<file path="src/rtl/oh_abs_pipe_stage.sv">
// One pipeline register stage: valid bit plus per-lane data and overflow flags.
// Loads everything on i_load; reset clears valid, data and flags.
module oh_abs_pipe_stage #(
  parameter int N = 32,
  parameter int L = 1
) (
  input  logic           clk,
  input  logic           reset,
  input  logic           i_load,
  input  logic           i_valid,
  input  logic [L*N-1:0] i_data,
  input  logic [L-1:0]   i_ovf,
  output logic           o_valid,
  output logic [L*N-1:0] o_data,
  output logic [L-1:0]   o_ovf
);

  logic           r_valid;
  logic [L*N-1:0] r_data;
  logic [L-1:0]   r_ovf;

  always_ff @(posedge clk) begin
    if (reset) begin
      r_valid <= 1'b0;
      r_data  <= '0;
      r_ovf   <= '0;
    end else if (i_load) begin
      r_valid <= i_valid;
      r_data  <= i_data;
      r_ovf   <= i_ovf;
    end
  end

  assign o_valid = r_valid;
  assign o_data  = r_data;
  assign o_ovf   = r_ovf;

endmodule

</file>
<file path="src/rtl/oh_abs_pipe.sv">
// Multi-lane pipelined absolute value with optional saturation of the max-negative input
// and a saturating count of overflowed lanes seen at the output handshake.
module oh_abs_pipe #(
  parameter int N  = 32,
  parameter int L  = 1,
  parameter int S  = 2,
  parameter int CW = 16
) (
  input  logic           clk,
  input  logic           reset,
  input  logic           in_valid,
  output logic           in_ready,
  input  logic [L*N-1:0] in_data,
  input  logic           sat,
  output logic           out_valid,
  input  logic           out_ready,
  output logic [L*N-1:0] out_data,
  output logic [L-1:0]   out_ovf,
  input  logic           ovf_clr,
  output logic [CW-1:0]  ovf_count
);

  localparam logic [N-1:0] MaxNeg = {1'b1, {(N-1){1'b0}}};
  localparam logic [N-1:0] MaxPos = {1'b0, {(N-1){1'b1}}};
  localparam int           SW     = CW + L;
  localparam logic [SW-1:0] CntMax = SW'({CW{1'b1}});

  logic [L*N-1:0] w_abs;
  logic [L-1:0]   w_ovf;

  for (genvar k = 0; k < L; k++) begin : g_lane
    logic [N-1:0] w_in;
    logic [N-1:0] w_neg;
    assign w_in     = in_data[k*N +: N];
    assign w_neg    = '0 - w_in;
    assign w_ovf[k] = (w_in == MaxNeg);
    assign w_abs[k*N +: N] = w_ovf[k] ? (sat ? MaxPos : MaxNeg)
                                      : (w_in[N-1] ? w_neg : w_in);
  end

  logic [S-1:0]   w_valid;
  logic [S-1:0]   w_load;
  logic [L*N-1:0] w_data [S];
  logic [L-1:0]   w_sovf [S];

  // A stage loads when empty or when its successor is taking its contents this cycle.
  always_comb begin
    logic w_take;
    w_take = out_ready;
    for (int i = S - 1; i >= 0; i--) begin
      w_take    = ~w_valid[i] | w_take;
      w_load[i] = w_take;
    end
  end

  for (genvar i = 0; i < S; i++) begin : g_stage
    logic           w_src_valid;
    logic [L*N-1:0] w_src_data;
    logic [L-1:0]   w_src_ovf;

    if (i == 0) begin : g_first
      assign w_src_valid = in_valid;
      assign w_src_data  = w_abs;
      assign w_src_ovf   = w_ovf;
    end else begin : g_rest
      assign w_src_valid = w_valid[i-1];
      assign w_src_data  = w_data[i-1];
      assign w_src_ovf   = w_sovf[i-1];
    end

    oh_abs_pipe_stage #(
      .N (N),
      .L (L)
    ) u_stage (
      .clk     (clk),
      .reset   (reset),
      .i_load  (w_load[i]),
      .i_valid (w_src_valid),
      .i_data  (w_src_data),
      .i_ovf   (w_src_ovf),
      .o_valid (w_valid[i]),
      .o_data  (w_data[i]),
      .o_ovf   (w_sovf[i])
    );
  end

  assign in_ready  = w_load[0];
  assign out_valid = w_valid[S-1];
  assign out_data  = w_data[S-1];
  assign out_ovf   = w_sovf[S-1];

  logic [CW-1:0] r_count;
  logic [SW-1:0] w_inc;
  logic [SW-1:0] w_sum;

  always_comb begin
    w_inc = '0;
    for (int k = 0; k < L; k++) begin
      w_inc = w_inc + SW'(out_ovf[k]);
    end
  end

  assign w_sum = SW'(r_count) + w_inc;

  // Clear wins over a coincident overflow beat; the count sticks at all-ones.
  always_ff @(posedge clk) begin
    if (reset) begin
      r_count <= '0;
    end else if (ovf_clr) begin
      r_count <= '0;
    end else if (out_valid && out_ready) begin
      r_count <= (w_sum > CntMax) ? '1 : w_sum[CW-1:0];
    end
  end

  assign ovf_count = r_count;

endmodule

</file>
<file path="config.mk">
export PLATFORM = sky130hd
export DESIGN_NAME = oh_abs_pipe
export DESIGN_NICKNAME = d
export VERILOG_FILES = /design/src/rtl/oh_abs_pipe_stage.sv /design/src/rtl/oh_abs_pipe.sv
export SDC_FILE = /design/constraint.sdc
export NUM_CORES = 1
export LEC_CHECK = 0
export BUFFER_PORTS_ARGS = -buffer_cell sky130_fd_sc_hd__buf_2
export CORE_ASPECT_RATIO = 1.4
export CORE_UTILIZATION = 45
export CTS_BUF_LIST = sky130_fd_sc_hd__clkbuf_4
export DETAILED_ROUTE_END_ITERATION = 8
export HOLD_SLACK_MARGIN = 0.02
export PLACE_DENSITY = 0.7
export SYNTH_ARGS = -nofsm -noshare
export SYNTH_HDL_FRONTEND = slang
export SYNTH_HIERARCHICAL = 1
export SYNTH_SLANG_ARGS = --single-unit
</file>
<file path="constraint.sdc">
create_clock -name clk -period 2.35 [get_ports clk]
set_input_delay 0.3525 -clock clk [delete_from_list [all_inputs] [get_ports clk]]
set_output_delay 0.3525 -clock clk [all_outputs]
set_load 0.02 [all_outputs]
</file>
# --- After elaboration in Yosys (flattened, before gate mapping) ---
# Index checks and enable logic that the tools add are counted.
word_totals:
  memories: 0
  latchBits: 0
  ram_bits: 0
  in_bits: 38
  ff_bits: 84
  romBits: 0
  elab_cells: 21
  out_inout_bits: 51
classes:
  n_reduce_logical: 2
  magnitude_cmp: 1
  n_eq_ne: 1
  shifts: 0
  n_mul: 0
  n_div: 0
  addsub: 2
  n_mux: 4
  bitwise_logic: 4
ops:
  columns: ["operator", "count"]
  rows:
  - ["$mux 32", 3]
  - ["$eq 32x32->1 const B", 1]
  - ["$sub 1x32->32 const A", 1]
  - ["$add 16x1->17", 1]
  - ["$gt 17x16->1 const B", 1]
  - ["$mux 16", 1]
  - ["$not 1->1", 2]
  - ["$or 1x1->1", 2]
  - ["$reduce_or 2->1", 1]
  - ["$logic_and 1x1->1", 1]

# --- Longest topological paths before layout ---
depth:
  word_depth: 3
  mapped_depth: 11
  depth_no_buf: 9

# --- Cells and area by module ---
# Netlist, hierarchy kept.
by_module_without_submodules:
  columns: ["module", "n_inst", "area_each_um2", "seq_area_each_um2", "cells_each"]
  rows:
  - ["oh_abs_pipe_stage", 2, 1238.7, 680.7, 110]
  - ["oh_abs_pipe", 1, 1724.2, 320.3, 237]

# --- Worst setup path after synthesis ---
# Ideal clock, no wire load.
synth_path:
  path_type: "input port to flip-flop"
  from: "in in_data[22]"
  to: "reg g_stage[0].u_stage.r_data[20]"
  path_slack_ns: -0.144
  arrival_time_ns: 2.376
  setup_time_ns: 0.117
  required_ns: 2.233
  path_buffers: 2
  cell_stages: 9
  cell_sequence: "or4_4 -> or4_4 -> or3_1 -> buf_4 -> nor2_8 -> buf_6 -> a21oi_1 -> mux2i_1 -> nor2_1"
synth_between:
  elab_chain_len: 2
synth_lines:
  columns: ["item", "line", "rtl"]
  rows:
  - ["start: declaration", "oh_abs_pipe.sv:13", "input logic [L*N-1:0] in_data,"]
  - ["$eq 32x32->1", "oh_abs_pipe.sv:36", "assign w_ovf[k] = (w_in == MaxNeg);"]
  - ["$mux 32", "oh_abs_pipe.sv:37", "assign w_abs[k*N +: N] = w_ovf[k] ? (sat ? MaxPos : MaxNeg)"]
  - ["named net g_stage[0].w_src_data[20]", "oh_abs_pipe.sv:58", "logic [L*N-1:0] w_src_data;"]
  - ["end signal: assignment", "oh_abs_pipe_stage.sv:29", "r_data <= i_data;"]
  - ["end: declaration", "oh_abs_pipe_stage.sv:19", "logic [L*N-1:0] r_data;"]
# The timed path passes the listed nets, and every way through them passes these cells.
# A chain may end at the register's enable or synchronous reset.

# --- Worst setup path in the final report ---
layout_path:
  from: "in in_data[22]"
  to: "reg g_stage[0].u_stage.r_data[24]"
layout_between:
  elab_chain_len: 3
  word_cells_on_any_way: 4
  classes_between: "1 x add/sub; 1 x eq/ne; 2 x mux"
layout_lines:
  columns: ["item", "line", "rtl"]
  rows:
  - ["$sub 1x32->32", "oh_abs_pipe.sv:35", "assign w_neg = '0 - w_in;"]
  - ["$mux 32", "oh_abs_pipe.sv:38", ": (w_in[N-1] ? w_neg : w_in);"]
  - ["$mux 32 (*)", "oh_abs_pipe.sv:37", null]
  - ["named net g_stage[0].w_src_data[24]", "oh_abs_pipe.sv:58", null]
# The timed path passes the listed nets; every way through them passes the cells marked *.

==> out/summary.txt <==
Outcome = finished, final reports clean
Distinct cells, synth = 41
Part of the cycle the worst path needs = 96.0%
I/O Pins = 89
Final-report setup violation count = 0
Share of cells above drive strength 1 = 26.3%
CP Data Arrival Time = 2.63 ns
Die area = 0.00973 sq mm
Flops & latches, synth = 84
DIE WIDTH = 83.7 um
Top cell type by total area after synthesis = sky130_fd_sc_hd__dfxtp_1
CTS Buf Count = 9
Class of the tightest hold or removal check = in2reg
Placed Cells = 658
Yosys Warn Count = 6
Worst clock skew on the final layout = 0.0181 ns
Commonest cells in the netlist = 84 x sky130_fd_sc_hd__dfxtp_1, 79 x sky130_fd_sc_hd__nor2_1, 73 x sky130_fd_sc_hd__mux2i_1
Capturing element type of the critical path = register
Final weighted congestion of routability-driven global placement = 0.808
Overall routing resource usage = 20.9%
Maximum fanout along the worst path = 8
Proportion of synthesized chip area in sequential cells = 40.0%
Slowest cell on the critical path = sky130_fd_sc_hd__or4_4
First-pass GRT wire length = 16.1 mm
Initial detailed-routing violation count = 157
Clock sink count = 84
Number of pins exceeding their max-slew limit in the final report = 0
Clock tree from TritonCTS = built
Maximum buffer depth of the clock tree = 2
Worst ir drop on vdd = 0.477 mV
Largest stage delay on the critical path = 0.59 ns
Die Y = 116 um
Area of the mapped netlist = 0.00420 sq mm
Quantity of hold-fixing buffers added after cts = 0
Clock tree root driver cell = sky130_fd_sc_hd__clkbuf_4
Most frequent cell on the critical path = sky130_fd_sc_hd__or4_4
Total power density per cell area = 556 mW/mm^2
Utilization of the core after routing = 55.0%
Headroom to the max-slew limit = 55.0%
Minimum clock period = 2.26 ns
Synth async-reset ratio = 0%
Area contributors post-synth = sky130_fd_sc_hd__dfxtp_1 40%, sky130_fd_sc_hd__mux2i_1 17%, sky130_fd_sc_hd__nor2_1 7.1%
Count of flip-flops with a built-in enable after synthesis = 0
Initial Util = 46.5%
Unrepaired setup endpoints after global routing = false
Total count of hold-check failures in the final report = 0
Sequence of cells on the critical path = buf_2 > or4_4 > or4_4 > or4_4 > nor2b_1 > mux2i_1 > mux2i_1 > nor2_1
Cells after Synth = 457
Net count after synthesis = 498
Number of iterations in the first detailed-routing pass = 4
Number of nets in the final layout = 603
Max Clock Freq = 443 MHz
Detailed Place HPWL = 7.06 mm
Pin count of the biggest net entering global routing = 69
Clock latency at the later pin of the worst-skew pair = 0.45 ns
Area of the core = 0.00903 sq mm
Commonest register cell after synthesis = sky130_fd_sc_hd__dfxtp_1
R2R Setup Slk = 0.25 ns
Total wirelength of the detailed-routed design = 9.87 mm
Kind of critical path = in2reg
Launching element type of the critical path = primary input
Total gr overflow = 0
Max-Cap Viols = 0
Data required time of the critical path = 2.73 ns
Clock slew seen by the registers of the worst setup and hold paths = 0.12 ns
Number of global-route vias before repair = 3470
Total number of vias = 3642
Most common cell in the netlist = sky130_fd_sc_hd__dfxtp_1
Vias/cell = 5.40
Average cell area after synthesis = 9.19 sq um
Wire length per cell = 14.6 um
CTS resizes = 0
Area share of the largest cell type after synthesis = 40.0%
Max H-tree Level = 3
P_leak = 2.63 nW
Residual antenna-violating net count after detailed routing = 0
Number of buffers inserted by post-CTS setup repair = 0
Row count = 41
DRC = 0
Filler-free cell count of the finished design = 675
Pin slew with the least headroom to its limit = 0.675 ns
Number of buffers inserted by port buffering = 88
Signed area change from the synthesized netlist to the final layout = 18.2%
Antenna violations before repair = 1
Worst hold-check slack = 0.151 ns
[placed cells by master (no fill, tap or decap), types with 2 or more instances in the layout]
master / netlist / layout
sky130_fd_sc_hd__buf_2: 7 / 88
sky130_fd_sc_hd__dfxtp_1: 84 / 84
sky130_fd_sc_hd__nor2_1: 79 / 79
sky130_fd_sc_hd__mux2i_1: 73 / 73
sky130_fd_sc_hd__buf_4: 1 / 34
sky130_fd_sc_hd__a21oi_1: 29 / 29
sky130_fd_sc_hd__xor2_1: 23 / 23
sky130_fd_sc_hd__nand2_1: 21 / 21
sky130_fd_sc_hd__nand3_1: 11 / 11
sky130_fd_sc_hd__nor3_1: 10 / 10
sky130_fd_sc_hd__clkbuf_4: 0 / 10
sky130_fd_sc_hd__o41ai_1: 9 / 9
sky130_fd_sc_hd__o21ai_0: 10 / 9
sky130_fd_sc_hd__o31ai_1: 8 / 8
sky130_fd_sc_hd__xnor2_1: 8 / 8
sky130_fd_sc_hd__and3_1: 8 / 8
sky130_fd_sc_hd__inv_1: 6 / 6
sky130_fd_sc_hd__nand4_1: 5 / 5
sky130_fd_sc_hd__or3_1: 4 / 4
sky130_fd_sc_hd__nor2b_1: 4 / 4
sky130_fd_sc_hd__or4_1: 4 / 4
sky130_fd_sc_hd__or4_4: 3 / 3
sky130_fd_sc_hd__or2_2: 3 / 3
sky130_fd_sc_hd__ha_1: 3 / 3
sky130_fd_sc_hd__nand2b_1: 3 / 2
sky130_fd_sc_hd__nor4_2: 0 / 2
sky130_fd_sc_hd__nor4_1: 4 / 2
sky130_fd_sc_hd__o31a_1: 2 / 2
sky130_fd_sc_hd__a21boi_1: 0 / 2
sky130_fd_sc_hd__a211oi_1: 2 / 2
sky130_fd_sc_hd__clkinv_2: 0 / 2
sky130_fd_sc_hd__clkinv_1: 0 / 2
sky130_fd_sc_hd__buf_12: 6 / 2
[where the power goes]
group          internal, mW  switching (mW)  leakage [nW]  total [mW]
clock                 0.326           0.495        0.0712       0.822
sequential             1.50          0.0417         0.690        1.54
combinational         0.178           0.223          1.87       0.401
[final cells by class]
class / count / area (sq um)
fill: 854 / 4060
multi-input combinational: 337 / 2260
sequential: 84 / 1680
timing repair buffer: 124 / 736
tap: 107 / 134
clock buffer: 10 / 75.1
clock inverter: 6 / 55.1
inverter: 6 / 22.5
antenna: 1 / 2.50
[worst max-delay path: cells and delay by family]
kind          cells  cell delay (ns)
simple gates      5             1.93
mux               2             0.25
buf+inv           1             0.11
[flip-flops by register name, indices dropped and copies added, names as in the netlist]
signal	flops
g_stage.u_stage/o_valid	2
g_stage.u_stage/o_ovf	2
g_stage.u_stage/o_data	64
ovf_count	16
[cells by family (layout without fill, tap and decap cells)]
| logic type | Yosys count | in the layout | synth area share, % |
|---|---|---|---|
| other cells | 0 | 1 | 0 |
| fa+ha+maj | 3 | 3 | 0.893 |
| compound gates | 68 | 68 | 10.2 |
| buf+inv | 36 | 146 | 6.55 |
| mux | 73 | 73 | 17.4 |
| xor+xnor | 31 | 31 | 6.46 |
| flops | 84 | 84 | 40.0 |
| simple gates | 162 | 162 | 18.4 |
[per-stage QoR]
step                TNS, ns  instance area (sq um)  setup WS, ns  power, mW
finish                    0                   4970        0.0935       2.76
global route              0                   4970        0.0158       2.90
CTS                       0                   4960         0.116       2.80
detailed placement    -9.09                   4830        -0.365       1.97
global placement      -7.95                   4830        -0.345       1.96
floorplan             -1.00                   4220       -0.0716       1.82
[per-layer routing]
| layer | global-route usage (%) | vias up | wire [um] | share of wire, % |
|---|---|---|---|---|
| li1 | - | 1818 | - | - |
| met1 | 23.5 | 1692 | 4200 | 43 |
| met2 | 36.8 | 110 | 4870 | 49 |
| met3 | 5.23 | 22 | 509 | 5.2 |
| met4 | 10.6 | 0 | 296 | 3.0 |
| met5 | 0 | - | 0 | 0 |
[worst paths after layout]
| path | start | end | cells past startpoint |
|---|---|---|---|
| worst min register to register | g_stage[1].u_stage/o_data[18] | g_stage[1].u_stage/o_data[18] | 2 |
| worst max-delay path | in_data[22] | g_stage[0].u_stage/o_data[24] | 8 |
| worst min-delay path | in_valid | g_stage[0].u_stage/o_valid | 3 |
| worst max register to register | g_stage[1].u_stage/o_ovf | ovf_count[9] | 5 |
Power figures use the tool's default switching activity.
